[src/rtl/serial_subtractor.sv]
// Bit-serial unsigned subtractor: computes a - b LSB first, one bit per clock,
// behind a start/busy/done handshake. Borrow-out is reported as emprunt.

module serial_subtractor_cell (
  input  logic x,
  input  logic y,
  input  logic bin,
  output logic d,
  output logic bout
);
  // Full-subtractor: mirror of the adder cell with borrow in place of carry.
  assign d    = x ^ y ^ bin;
  assign bout = (~x & y) | (~(x ^ y) & bin);
endmodule

module serial_subtractor #(
  parameter int unsigned WIDTH = 8
) (
  input  logic             clk,
  input  logic             reset,
  input  logic             start,
  input  logic [WIDTH-1:0] a,
  input  logic [WIDTH-1:0] b,
  output logic             busy,
  output logic             done,
  output logic [WIDTH-1:0] diff,
  output logic             emprunt
);

  localparam int unsigned CW = $clog2(WIDTH);

  localparam logic [1:0] S_IDLE = 2'd0;
  localparam logic [1:0] S_RUN  = 2'd1;
  localparam logic [1:0] S_DONE = 2'd2;

  localparam logic [CW-1:0] CNT_LAST = CW'(WIDTH - 1);

  logic [1:0]       state_q, state_d;
  logic [CW-1:0]    cnt_q,   cnt_d;
  logic [WIDTH-1:0] sa_q,    sa_d;
  logic [WIDTH-1:0] sb_q,    sb_d;
  logic [WIDTH-1:0] res_q,   res_d;
  logic             br_q,    br_d;
  logic [WIDTH-1:0] diff_q,  diff_d;
  logic             emp_q,   emp_d;

  logic             bit_d;
  logic             br_next;
  logic [WIDTH-1:0] res_shifted;

  serial_subtractor_cell u_cell (
    .x    (sa_q[0]),
    .y    (sb_q[0]),
    .bin  (br_q),
    .d    (bit_d),
    .bout (br_next)
  );

  assign res_shifted = {bit_d, res_q[WIDTH-1:1]};

  always_comb begin
    state_d = state_q;
    cnt_d   = cnt_q;
    sa_d    = sa_q;
    sb_d    = sb_q;
    res_d   = res_q;
    br_d    = br_q;
    diff_d  = diff_q;
    emp_d   = emp_q;

    case (state_q)
      S_IDLE, S_DONE: begin
        if (start) begin
          // diff/emprunt are left untouched so the previous result stays readable.
          state_d = S_RUN;
          sa_d    = a;
          sb_d    = b;
          br_d    = 1'b0;
          cnt_d   = '0;
        end else begin
          state_d = S_IDLE;
        end
      end

      S_RUN: begin
        sa_d  = {1'b0, sa_q[WIDTH-1:1]};
        sb_d  = {1'b0, sb_q[WIDTH-1:1]};
        res_d = res_shifted;
        br_d  = br_next;
        if (cnt_q == CNT_LAST) begin
          // Counter holds on the last bit so it never wraps inside an operation.
          diff_d  = res_shifted;
          emp_d   = br_next;
          state_d = S_DONE;
        end else begin
          cnt_d = cnt_q + CW'(1);
        end
      end

      default: state_d = S_IDLE;
    endcase
  end

  always_ff @(posedge clk or posedge reset) begin
    if (reset) begin
      state_q <= S_IDLE;
      cnt_q   <= '0;
      sa_q    <= '0;
      sb_q    <= '0;
      res_q   <= '0;
      br_q    <= 1'b0;
      diff_q  <= '0;
      emp_q   <= 1'b0;
    end else begin
      state_q <= state_d;
      cnt_q   <= cnt_d;
      sa_q    <= sa_d;
      sb_q    <= sb_d;
      res_q   <= res_d;
      br_q    <= br_d;
      diff_q  <= diff_d;
      emp_q   <= emp_d;
    end
  end

  assign busy    = (state_q == S_RUN);
  assign done    = (state_q == S_DONE);
  assign diff    = diff_q;
  assign emprunt = emp_q;

endmodule

[config.mk]
export PLATFORM = sky130hd
export DESIGN_NAME = serial_subtractor
export DESIGN_NICKNAME = d
export VERILOG_FILES = /design/src/rtl/serial_subtractor.sv
export SDC_FILE = /design/constraint.sdc
export NUM_CORES = 1
export LEC_CHECK = 0
export ABC_AREA = 1
export CAP_MARGIN = 20
export CELL_PAD_IN_SITES_DETAIL_PLACEMENT = 0
export CELL_PAD_IN_SITES_GLOBAL_PLACEMENT = 1
export CORE_ASPECT_RATIO = 1.1
export CORE_MARGIN = 2
export CORE_UTILIZATION = 42
export DETAILED_ROUTE_END_ITERATION = 7
export PLACE_DENSITY = 0.93
export SLEW_MARGIN = 30
export SYNTH_ARGS = -nofsm -noshare
export SYNTH_HDL_FRONTEND = slang
export SYNTH_SLANG_ARGS = --single-unit
[constraint.sdc]
create_clock -name clk -period 2.7 [get_ports clk]
set_input_delay 0.54 -clock clk [delete_from_list [all_inputs] [get_ports clk]]
set_output_delay 0.54 -clock clk [all_outputs]
set_load 0.05 [all_outputs]
==> impl.org, run 1 <==
** Power and ir drop
- Power per cell area :: 1240 mW/mm^2
- The worst-case IR drop observed on VDD is 0.447 mV.
- In this run the static leakage power is 1.21 nW.

** Clocking
- Counting every sink on the clock net gives 38.
- Clock latency on the worst-skew pair :: 0.30 ns
- The H-tree was split into 2 levels.
- Post-CTS clock slew at the launch and capture registers of the worst setup and hold paths :: 0.07 ns
- Quantity of gates resized following cts :: 0
- After clock tree synthesis, the flow added hold-fix buffers numbering 0.
- In this run the post-CTS setup repair buffer count came out at 0.
- CTS placed an instance of sky130_fd_sc_hd__clkbuf_8 at the clock tree root.
- TritonCTS built the clock tree.
- Maximum clock insertion buffer count :: 2
- Counting the buffers created by CTS gives 5.

** Global routing
- Global routing used 15.3% of the available tracks across all layers.
- Maximum number of pins on one net before global-route repair :: 39
- The via count of the first global-routing pass came to 1,366.
- For met1 alone, demand over resource in global routing was 19.2%.
- The total overflow left after global routing is 0.
- In the global route stage, met2 resource usage came out at 24.3%.
- Most heavily used metal layer in global routing :: met2
- The first global-routing pass estimated 5.64 mm of wire.
- The number of antenna violations at the first check in global routing is 0.
- For this run, global-route usage on met3 was measured as 4.59%.

** STA
- Setup violations remaining at the end of the flow were counted as 0.
- Tightest slew margin relative to the limit :: 66.6%
- Counting I/O delays and the setup requirement, the final critical path takes 2.27 ns.
- Max Clock Freq :: 0.440 GHz
- Transition time at the pin with the least slew margin :: 0.500 ns
- Final Hold Viols :: 0
- Summed over all failing endpoints, the final setup total negative slack is 0 ns.
- Setup slack closes at 0.425 ns.
- Part of the cycle the worst path needs :: 84.3%
- Clk_skew :: 0.00757 ns
- Setup repair after global routing left no endpoint under its margin.
- The final number of max-transition violations is 0.
- Worst hold slack :: 0.483 ns

** Cells and area
- Layout area overhead :: 22.4%
- Fill cells in the final layout number 424.
- Of the cells placed in the final design, the portion with a size suffix greater than 1 is 10.7%.
- The repair_antennas step left the layout with diodes totalling 0.
- Post-layout nets :: 273
- Cells fill 53.0% of the core in the end.
- Non-filler instance count after layout :: 306

** Worst hold path
- The worst hold path belongs to the class reg2reg.

** Floorplanning
- Io pins :: 30
- Die boundary height :: 73.7 microns
- Die area :: 0.00497 sq mm
- For this configuration, the core starts out at a cell density of 43.3%.
- Placeable core area :: 0.00429 sq mm
- Measured along the x axis, the die boundary spans 67.4 microns.
- The initialized floorplan defines 25 standard-cell rows.

** Drt
- Post-route DRC :: 0
- The detailed router placed 1,388 vias in this run.
- Initial detailed-routing violation count :: 114
- Dividing the detail-routed via count by the number of cells gives 4.54.
- Number of routed nets with antenna violations :: 0
- Summed over all layers, the routed wires come to 3.20 mm.
- Before antenna repair, the detailed router went through 4 iterations.
- Wire length per cell after detailed routing :: 10.5 microns

** Worst setup path
- Start of the worst register-to-register path :: state_q[1]$_DFFE_PP0P_
- The worst register-to-register path ends at sa_q[5]$_DFFE_PP0P_.
- Following the worst setup path forward leads to its endpoint at done.
- For the worst setup path, the data arrival time is 1.73 ns.
- Path depth of the worst reg2reg path :: 7
- The most critical setup path has its startpoint at state_q[0]$_DFFE_PP0P_.
- STA classifies the critical path startpoint as a register.
- Along the worst path, the maximum fanout reaches 4.
- Across all register-to-register paths, the minimum setup slack is 1.15 ns.
- Setup crit end kind :: output pin
- WP data required :: 2.16 ns
- The setup path with the least slack is of type reg2out.

** Placement
- Routability congestion estimate from global placement :: 0.739
- After legalization and detailed placement, the total HPWL measured 2.12 mm.
- Placement Setup Slack :: 0.725 ns
- Port-buffer cells :: 29
- Cell count after placement :: 298

** Job
- Across the run, the number of max-cap violations was 0.

** Yosys
- In this run, synthesis produced a sequential element count of 38.
- Counting every instance in the synthesized netlist gives 221.
- When the netlist entered floorplanning its net count stood at 243.
- Netlist Area Pre-Place :: 0.00186 sq mm
- A synthesized cell averages 8.40 sq um.
- Post-synthesis sequential area ratio :: 51.2%
- Count of unique library cells instantiated by Yosys :: 19
- Ys Warns :: 0

** Run status
- The run finished with clean final reports.
## flip-flops by register name, summed over array words and instances (netlist names)
name	flops
res_q	7
emprunt	1
diff	8
state_q	2
sb_q	8
br_q	1
sa_q	8
cnt_q	3
## area by class of cell
cell class                 count  area (sq um)  area share [%]
sequential                    38           951            41.9
tap                           54          67.6            2.97
multi-input combinational    129           653            28.7
clock buffer                   5          68.8            3.03
timing repair buffer          32           313            13.8
clock inverter                 3          45.0            1.98
inverter                      45           174            7.65
## layer usage
| metal | share of wire (%) | vias up | wire [microns] |
|---|---|---|---|
| met2 | 45 | 28 | 1450 |
| li1 | - | 726 | - |
| met4 | 2.2 | 0 | 72 |
| met3 | 4.6 | 6 | 146 |
| met5 | 0 | - | 0 |
| met1 | 48 | 628 | 1530 |
## per-stage QoR
stage | power, mW | cell area [sq um]
global placement | 2.33 | 2160
global route | 3.08 | 2270
finish | 2.82 | 2270
CTS | 2.86 | 2270
floorplan | 2.08 | 1860
detailed placement | 2.36 | 2160
## cells in the final DEF (no fill, tap or decap)
master                            count
sky130_fd_sc_hd__nand3b_1             1
sky130_fd_sc_hd__clkbuf_8             5
sky130_fd_sc_hd__fa_1                 1
sky130_fd_sc_hd__bufinv_16            1
sky130_fd_sc_hd__ha_1                 2
sky130_fd_sc_hd__nand3_1             31
sky130_fd_sc_hd__nor2_1               1
sky130_fd_sc_hd__clkdlybuf4s50_1     29
sky130_fd_sc_hd__o21ai_2              8
sky130_fd_sc_hd__inv_1               42
sky130_fd_sc_hd__clkinvlp_4           2
sky130_fd_sc_hd__nand2_4              4
sky130_fd_sc_hd__inv_4                2
sky130_fd_sc_hd__o21ai_0              9
sky130_fd_sc_hd__inv_2                1
sky130_fd_sc_hd__buf_4                3
sky130_fd_sc_hd__o21ai_1              1
sky130_fd_sc_hd__nor2_4               1
sky130_fd_sc_hd__nand2_1             69
sky130_fd_sc_hd__or2_1                1
sky130_fd_sc_hd__dfrtp_1             38
## worst max-delay path, cell delays in order (launching register included)
cell	delay, ns
sky130_fd_sc_hd__dfrtp_1	0.43
sky130_fd_sc_hd__nor2_1	0.17
sky130_fd_sc_hd__clkdlybuf4s50_1	0.83
## synthesized netlist by cell type (all sizes together)
library cell   n  share of area (%)
dfrtp         38                 51
ha             2                1.3
nor2           2               0.81
or2            1               0.34
o21ai         18                6.5
fa             1                1.1
nand3         31                8.4
nand2         73                 16
nand3b         1               0.40
inv           45                9.4
buf            9                4.2
## kinds of logic after synthesis
| kind of cell | count (synthesis) | share of synthesized area, % |
|---|---|---|
| AND/OR/NAND/NOR | 108 | 26.3 |
| AO/OA/AOI/OAI | 18 | 6.47 |
| adder cells (fa/ha/maj) | 3 | 2.43 |
| buffers and inverters | 54 | 13.6 |
| flip-flops | 38 | 51.2 |
## worst min path at each step
| stage | from | depth (start not counted) | endpoint |
|---|---|---|---|
| 2_1_floorplan | res_q[1]$_DFFE_PP0N_ | 2 | diff[0]$_DFFE_PP0P_ |
| 6_report | diff[6]$_DFFE_PP0P_ | 2 | diff[6]$_DFFE_PP0P_ |
| 4_1_cts | sa_q[2]$_DFFE_PP0P_ | 2 | sa_q[2]$_DFFE_PP0P_ |
| 5_1_grt | diff[1]$_DFFE_PP0P_ | 2 | diff[1]$_DFFE_PP0P_ |
| 3_3_place_gp | sa_q[2]$_DFFE_PP0P_ | 2 | sa_q[2]$_DFFE_PP0P_ |
| 3_5_place_dp | sa_q[3]$_DFFE_PP0P_ | 2 | sa_q[3]$_DFFE_PP0P_ |
## where the power goes
group	switching [mW]	internal (mW)
combinational	0.877	0.473
sequential	0.137	0.840
clock	0.216	0.275
total	1.23	1.59
Power figures use the tool's default switching activity.
==> run 2: changes to the inputs <==
--- a/config.mk
+++ b/config.mk
@@ -11,9 +11,9 @@
 export CELL_PAD_IN_SITES_GLOBAL_PLACEMENT = 1
 export CORE_ASPECT_RATIO = 1.1
 export CORE_MARGIN = 2
-export CORE_UTILIZATION = 42
+export CORE_UTILIZATION = 35
 export DETAILED_ROUTE_END_ITERATION = 7
-export PLACE_DENSITY = 0.93
+export PLACE_DENSITY = 0.84
 export SLEW_MARGIN = 30
 export SYNTH_ARGS = -nofsm -noshare
 export SYNTH_HDL_FRONTEND = slang
==> constraint.sdc (replaced) <==
create_clock -name clk -period 1.89 [get_ports clk]
set_input_delay 0.378 -clock clk [delete_from_list [all_inputs] [get_ports clk]]
set_output_delay 0.378 -clock clk [all_outputs]
set_load 0.05 [all_outputs]
==> run 2 against run 1 <==
Clock skew fell by 0.0026 ns. Non-clock buffer count did not move. Routed wire length rose by 2.8%.
==> impl.org, run 2 (same netlist as run 1, synthesis figures left out) <==
** STA
- Max Clock Freq :: 0.548 GHz
- The final number of max-transition violations was 0 (unchanged).
- The worst-case headroom to the max-slew limit came to 66.6% (about the same).
- RSZ-0062 raised after global routing: no (unchanged).
- The worst setup slack after layout came to 0.0659 ns (was 0.425 ns).
- Part of the cycle the worst path needs :: 96.5%
- The total setup violations reported at the end of the flow is 0 (unchanged).
- The total count of hold-check failures in the final report is 0 (unchanged).
- Clk_skew :: 0.00502 ns (was 0.00757 ns)
- The final sum of negative setup slack came to 0 ns (unchanged).
- The pin slew with the least headroom to its limit was 0.499 ns (was 0.500 ns).
- The smallest clock period supported by the final layout is computed as 1.82 ns.

** Clocking
- Sinks on Clock Net :: 38 (unchanged)
- The count of instances resized after the clock tree is built came to 0 (unchanged).
- The number of buffers inserted by hold repair at cts is 0 (unchanged).
- The root cell of the clock tree is sky130_fd_sc_hd__clkbuf_8 (unchanged).
- The worst-case clock buffer depth was 2 (unchanged).
- CTS tree :: built (unchanged)
- Clock latency on the worst-skew pair :: 0.29 ns (was 0.30 ns)
- The clock transition at the registers of the reported paths is 0.08 ns (was 0.07 ns).
- Num CTS Buffers :: 5 (unchanged)
- Count of H-tree levels built during CTS :: 2 (unchanged)
- The count of buffers added by post-CTS timing repair for setup was 0 (unchanged).

** Worst setup path
- The classification of the worst setup path is reg2out (unchanged).
- Crit-path cells: clkdlybuf4s50_1 (was nor2_1 > clkdlybuf4s50_1).
- The top cell family by delay on the critical path is buffers and inverters (unchanged).
- Arr. time, crit path :: 1.45 ns (was 1.73 ns)
- The longest individual stage delay on the worst path came to 0.81 ns (was 0.83 ns).
- The category of the worst setup path capture point is an output pin (unchanged).
- The biggest fanout along the worst timing path came to 2 (was 4).
- WP data required :: 1.51 ns (was 2.16 ns)
- The nature of the critical path startpoint was a register (unchanged).
- Sum of buffers and inverters on the critical path :: 1 (unchanged)
- The standard cell with the maximum stage delay on the critical path was sky130_fd_sc_hd__clkdlybuf4s50_1 (unchanged).

** Global routing
- The aggregate global-route resource usage was 13.4% (was 15.3%).
- The global-route wire length before repair came to 6.00 mm (was 5.64 mm).
- Number of global-route vias before repair :: 1,365 (was 1,366)
- Met2 routing resource usage after global routing :: 20.4% (was 24.3%)
- The number of antenna violations at the first check in global routing came to 0 (unchanged).
- The global-route congestion overflow total was 0 (unchanged).
- Fraction of met1 tracks used by global routing :: 17.0% (was 19.2%)
- The global routing usage on met3 is 4.14% (was 4.59%).
- The most used routing layer was met2 (unchanged).
- The pin count of the biggest net entering global routing was 39 (unchanged).

** Cells and area
- The proportion of layout cells with a drive suffix above 1 came to 13.1% (was 10.7%).
- Total of fill cells in the finished design :: 508 (was 424)
- The final net count was 273 (unchanged).
- Non-filler instance count after layout :: 310 (was 306)
- Most common library cell in the layout ignoring fill and taps :: sky130_fd_sc_hd__nand2_1 (unchanged)
- Layout area overhead :: 24.5% (was 22.4%)
- Most frequent cells in the layout :: sky130_fd_sc_hd__nand2_1 (69), sky130_fd_sc_hd__inv_1 (42), sky130_fd_sc_hd__dfrtp_1 (38) (unchanged)
- Antenna fix cells :: 0 (unchanged)

** Drt
- Detailed Routing Iterations Pass 1 :: 4 (unchanged)
- Vias per cell :: 4.42 (was 4.54)
- The iteration-0 DRC count of the detailed router was 89 (was 114).
- Post-route DRC :: 0 (unchanged)
- The number of routed nets with antenna violations was 0 (unchanged).
- Detailed Route WL :: 3.29 mm (was 3.20 mm)
- Wire length per cell after detailed routing :: 10.6 microns (was 10.5 microns)
- The total via count in the routed design was 1,371 (was 1,388).

** Floorplanning
- Std-Cell Rows :: 27 (was 25)
- The die area was 0.00590 sq mm (was 0.00497 sq mm).
- Initial cell density of the core :: 36.6% (was 43.3%)
- Die boundary height :: 80.4 microns (was 73.7 microns)
- Placeable core area :: 0.00507 sq mm (was 0.00429 sq mm)
- Io pins :: 30 (unchanged)
- Die X :: 73.4 microns (was 67.4 microns)

** Power and ir drop
- PnR Total Power :: 4.19 mW (was 2.82 mW)
- The power share of the sequential group is 33.5% (was 34.7%).
- The net switching component of the power was 1.77 mW (was 1.23 mW).
- Peak supply drop :: 0.619 mV (was 0.447 mV)
- The switching power as a share of total power was 42.1% (was 43.6%).
- The share of total power in combinational logic is 46.8% (was 47.9%).
- Clock Power Share :: 19.7% (was 17.4%)
- Leakage power :: 1.24 nW (was 1.21 nW)
- The power density over cell area was 1810 mW/mm^2 (was 1240 mW/mm^2).
- The design internal power was 2.43 mW (was 1.59 mW).

** Placement
- The worst-case setup slack after placement came to 0.344 ns (was 0.725 ns).
- The estimated wirelength of the detail-placed design came to 2.19 mm (was 2.12 mm).
- Routability congestion estimate from global placement :: 0.678 (was 0.739)
- The number of placed cells counting well taps came to 302 (was 298).
- The number of port buffers was 29 (unchanged).

** Worst hold path
- Class of the tightest hold or removal check :: reg2reg (unchanged)

** Run status
- Run status: finished clean (unchanged).

** Job
- Count of max-cap constraint violations :: 0 (unchanged)
[run 2: per-stage QoR]
stage / util [%] / hold slack (ns) / instance area [sq um]
6_report: 45.6 / 0.482 / 2310
5_1_grt: 45.6 / 0.502 / 2310
4_1_cts: 45.6 / 0.487 / 2310
3_5_place_dp: 42.9 / 0.466 / 2170
3_3_place_gp: 42.9 / 0.463 / 2170
2_1_floorplan: - / 0.442 / 1860
[run 2: power by group through the flow]
stage	sequential, mW	clock, mW	combinational (mW)
final	1.40	0.827	1.96
after global routing	1.45	0.879	2.24
after CTS	1.41	0.855	2.00
after detailed placement	1.42	0	1.99
after global placement	1.42	0	1.95
after floorplan	1.67	0	1.31
[run 2: cell type report]
| class | instances | area, sq um | share of cell area (%) |
|---|---|---|---|
| clock inverters | 3 | 68.8 | 2.98 |
| repair buffers | 32 | 323 | 14.0 |
| well taps | 58 | 72.6 | 3.14 |
| clock buffers | 5 | 68.8 | 2.98 |
| multi-input cells | 129 | 653 | 28.3 |
| inverters | 45 | 174 | 7.53 |
| flip-flops and latches | 38 | 951 | 41.1 |
[run 2: final timing paths]
| check | cells after the start | slack [ns] | endpoint | start |
|---|---|---|---|---|
| max | 1 | 0.07 | diff[6] | diff[6]$_DFFE_PP0P_ |
| min | 2 | 0.48 | diff[3]$_DFFE_PP0P_ | diff[3]$_DFFE_PP0P_ |
| max reg2reg | 6 | 0.38 | sa_q[3]$_DFFE_PP0P_ | state_q[1]$_DFFE_PP0P_ |
| min reg2reg | 2 | 0.48 | diff[3]$_DFFE_PP0P_ | diff[3]$_DFFE_PP0P_ |
| max in group asynchronous | 3 | 1.06 | sa_q[4]$_DFFE_PP0P_ | reset |
| min in group asynchronous | 3 | 0.50 | res_q[6]$_DFFE_PP0N_ | reset |
[run 2: layer usage]
layer | up-vias | part of all wire (%)
met4 | 0 | 2.4
met1 | 620 | 50
met3 | 4 | 3.4
met2 | 23 | 44
li1 | 724 | -
met5 | - | 0
==> run 3: changes to the inputs <==
--- a/config.mk
+++ b/config.mk
@@ -6,14 +6,16 @@
 export NUM_CORES = 1
 export LEC_CHECK = 0
 export ABC_AREA = 1
+export ABC_CLOCK_PERIOD_IN_PS = 1890
 export CAP_MARGIN = 20
 export CELL_PAD_IN_SITES_DETAIL_PLACEMENT = 0
 export CELL_PAD_IN_SITES_GLOBAL_PLACEMENT = 1
 export CORE_ASPECT_RATIO = 1.1
 export CORE_MARGIN = 2
-export CORE_UTILIZATION = 35
+export CORE_UTILIZATION = 37
+export CTS_BUF_LIST = sky130_fd_sc_hd__clkbuf_4 sky130_fd_sc_hd__clkbuf_8
 export DETAILED_ROUTE_END_ITERATION = 7
-export PLACE_DENSITY = 0.84
+export PLACE_DENSITY = 0.88
 export SLEW_MARGIN = 30
 export SYNTH_ARGS = -nofsm -noshare
 export SYNTH_HDL_FRONTEND = slang
==> run 3 against run 2 <==
Register-to-register slack improved by 0.06 ns. Maximum frequency up 0.14%. Worst hold slack about the same. Clock skew down 0.00083 ns. Critical path type unchanged.
==> impl.org, run 3 (same netlist as run 1, synthesis figures left out) <==
** Worst hold path
- Class of the tightest hold or removal check :: reg2reg (unchanged)
- Hold_sp :: sb_q[5]$_DFFE_PP0P_ (was diff[3]$_DFFE_PP0P_)
- The cell depth of the worst hold path was 2 (unchanged).
- Hold endpoint :: sb_q[5]$_DFFE_PP0P_ (was diff[3]$_DFFE_PP0P_)

** Drt
- The wire length reported by the detailed router was 3.34 mm (was 3.29 mm).
- The remaining design rule violation count came to 0 (unchanged).
- The number of routed nets with antenna violations is 0 (unchanged).
- The average detailed-routed wire length per instance is 10.8 microns (was 10.6 microns).
- Via Count :: 1,392 (was 1,371)
- Initial detailed-routing violation count :: 99 (was 89)
- Detailed Routing Iterations Pass 1 :: 4 (unchanged)
- Vias per cell :: 4.49 (was 4.42)

** Worst setup path
- Max stage delay cell, worst path :: sky130_fd_sc_hd__clkdlybuf4s50_1 (unchanged)
- The arrival time at the worst endpoint was 1.44 ns (was 1.45 ns).
- The number of buffers and inverters on the critical path is 1 (unchanged).
- Worst r2r dst :: sa_q[5]$_DFFE_PP0P_ (was sa_q[3]$_DFFE_PP0P_)
- Delay-heaviest family, CP :: buffers and inverters (unchanged)
- Crit path max fanout :: 2 (unchanged)
- Element type at the critical path start :: register (unchanged)
- The category of the worst setup path capture point was an output pin (unchanged).
- The data required time at the worst endpoint was 1.51 ns (about the same).
- Crit-path cells :: clkdlybuf4s50_1 (unchanged)
- Path depth of the worst reg2reg path :: 6 (unchanged)
- Peak per-stage delay on the critical path :: 0.80 ns (was 0.81 ns)
- Start of the worst register-to-register path :: state_q[1]$_DFFE_PP0P_ (unchanged)
- Classification of the worst setup path :: reg2out (unchanged)
- Reg-to-reg setup timing slack :: 0.44 ns (was 0.38 ns)

** Clocking
- Maximum clock insertion buffer count :: 2 (unchanged)
- The count of buffers added by post-CTS timing repair for setup was 0 (unchanged).
- Hold-fix buffers at CTS :: 0 (unchanged)
- The root cell of the clock tree was sky130_fd_sc_hd__clkbuf_8 (unchanged).
- The CTS tree is built (unchanged).
- The number of buffers added by the clock tree synthesis step came to 5 (unchanged).
- The number of H-tree levels came to 2 (unchanged).
- The number of clock sinks seen by CTS came to 38 (unchanged).
- Quantity of gates resized following cts :: 0 (unchanged)
- The clock latency reported for the late side of the worst-skew pair was 0.29 ns (about the same).
- The clock transition at the registers of the reported paths came to 0.07 ns (was 0.08 ns).

** STA
- Part of the cycle the worst path needs :: 96.4% (was 96.5%)
- The total count of hold-check failures in the final report was 0 (unchanged).
- The worst setup slack after layout is 0.0684 ns (was 0.0659 ns).
- Final-report setup violation count :: 0 (unchanged)
- The final sum of negative setup slack was 0 ns (unchanged).
- The clock period minus worst slack came to 1.82 ns (about the same).
- The upper clock frequency limit is 0.549 GHz (was 0.548 GHz).
- The clock tree skew after final layout came to 0.00419 ns (was 0.00502 ns).
- RSZ-0062 raised after global routing :: no (unchanged)
- The final number of max-transition violations is 0 (unchanged).
- The worst-case headroom to the max-slew limit came to 67.3% (was 66.6%).
- The pin slew with the least headroom to its limit came to 0.490 ns (was 0.499 ns).

** Floorplanning
- Die boundary height :: 78.3 microns (was 80.4 microns)
- The I/O pin total came to 30 (unchanged).
- The die area came to 0.00560 sq mm (was 0.00590 sq mm).
- Initial cell density of the core :: 37.6% (was 36.6%)
- The horizontal die dimension is 71.5 microns (was 73.4 microns).
- Placeable core area :: 0.00493 sq mm (was 0.00507 sq mm)
- Std-Cell Rows :: 27 (unchanged)

** Cells and area
- The number of filler cells placed in the layout is 504 (was 508).
- The number of standard cells in the final layout excluding fillers came to 310 (unchanged).
- Layout area overhead :: 21.8% (was 24.5%)
- Post-layout nets :: 273 (unchanged)
- The leading cell type in the layout, fill and taps excluded is sky130_fd_sc_hd__nand2_1 (unchanged).
- Final Util :: 45.8% (was 45.6%)
- Most frequent cells in the layout: sky130_fd_sc_hd__nand2_1 (69), sky130_fd_sc_hd__inv_1 (42), sky130_fd_sc_hd__dfrtp_1 (38) (unchanged).
- The total inserted antenna cells is 0 (unchanged).
- The proportion of layout cells with a drive suffix above 1 was 13.5% (was 13.1%).

** Power and ir drop
- Leakage power :: 1.22 nW (was 1.24 nW)
- The power density over cell area came to 1740 mW/mm^2 (was 1810 mW/mm^2).
- The worst vdd rail ir drop came to 0.659 mV (was 0.619 mV).

** Global routing
- Remaining global-route overflow :: 0 (unchanged)
- Number of antenna violations at the first check in global routing :: 0 (unchanged)
- The via count of the first global-routing pass came to 1,389 (was 1,365).
- The pin count of the biggest net entering global routing came to 39 (unchanged).
- Wire length of the first global-routing pass :: 6.20 mm (was 6.00 mm)
- The aggregate global-route resource usage came to 14.3% (was 13.4%).

** Placement
- The number of placed cells counting well taps was 302 (unchanged).
- Port-buffer cells :: 29 (unchanged)
- The last weighted congestion value of the routability-driven placer was 0.717 (was 0.678).
- Placement Setup Slack :: 0.353 ns (was 0.344 ns)
- The estimated wirelength of the detail-placed design came to 2.27 mm (was 2.19 mm).

** Run status
- Run status: finished clean (unchanged).

** Job
- Count of max-cap constraint violations :: 0 (unchanged)
## run 3: how the worst max path moves through the flow
stage | endpoint | slack (ns) | start | depth (start not counted)
2_1_floorplan | done | 0.19 | state_q[0]$_DFFE_PP0P_ | 3
5_1_grt | diff[6] | 0.01 | diff[6]$_DFFE_PP0P_ | 1
3_5_place_dp | sb_q[1]$_DFFE_PP0P_ | 0.35 | start | 6
4_1_cts | diff[6] | 0.05 | diff[6]$_DFFE_PP0P_ | 1
6_report | diff[6] | 0.07 | diff[6]$_DFFE_PP0P_ | 1
3_3_place_gp | sb_q[0]$_DFFE_PP0P_ | 0.36 | start | 6
## run 3: cell type report
type	count	area [sq um]	share of cell area, %
clock buffers	6	76.3	3.38
flip-flops and latches	38	951	42.1
multi-input cells	129	653	28.9
well taps	58	72.6	3.21
clock inverters	2	13.8	0.609
repair buffers	32	320	14.2
inverters	45	174	7.69
## run 3: power breakdown
part	leakage [nW]	switching [mW]	internal, mW	total [mW]
logic	0.701	1.26	0.695	1.95
registers	0.473	0.218	1.20	1.42
clock network	0.0486	0.287	0.274	0.562
total	1.22	1.77	2.17	3.94
## run 3: metal layers
metal / vias up / GRT usage (%) / routed length, microns
met3: 6 / 3.85 / 162
met5: - / 0 / 0
met1: 629 / 18.7 / 1590
met2: 34 / 21.5 / 1500
li1: 723 / - / -
met4: 0 / 7.92 / 93
## run 3: through the flow
stage	area (sq um)	hold slack [ns]	power [mW]
after detailed placement	2170	0.466	3.42
after CTS	2260	0.485	3.99
after global placement	2170	0.463	3.37
after floorplan	1860	0.442	2.98
final	2260	0.482	3.94
after global routing	2260	0.512	4.33
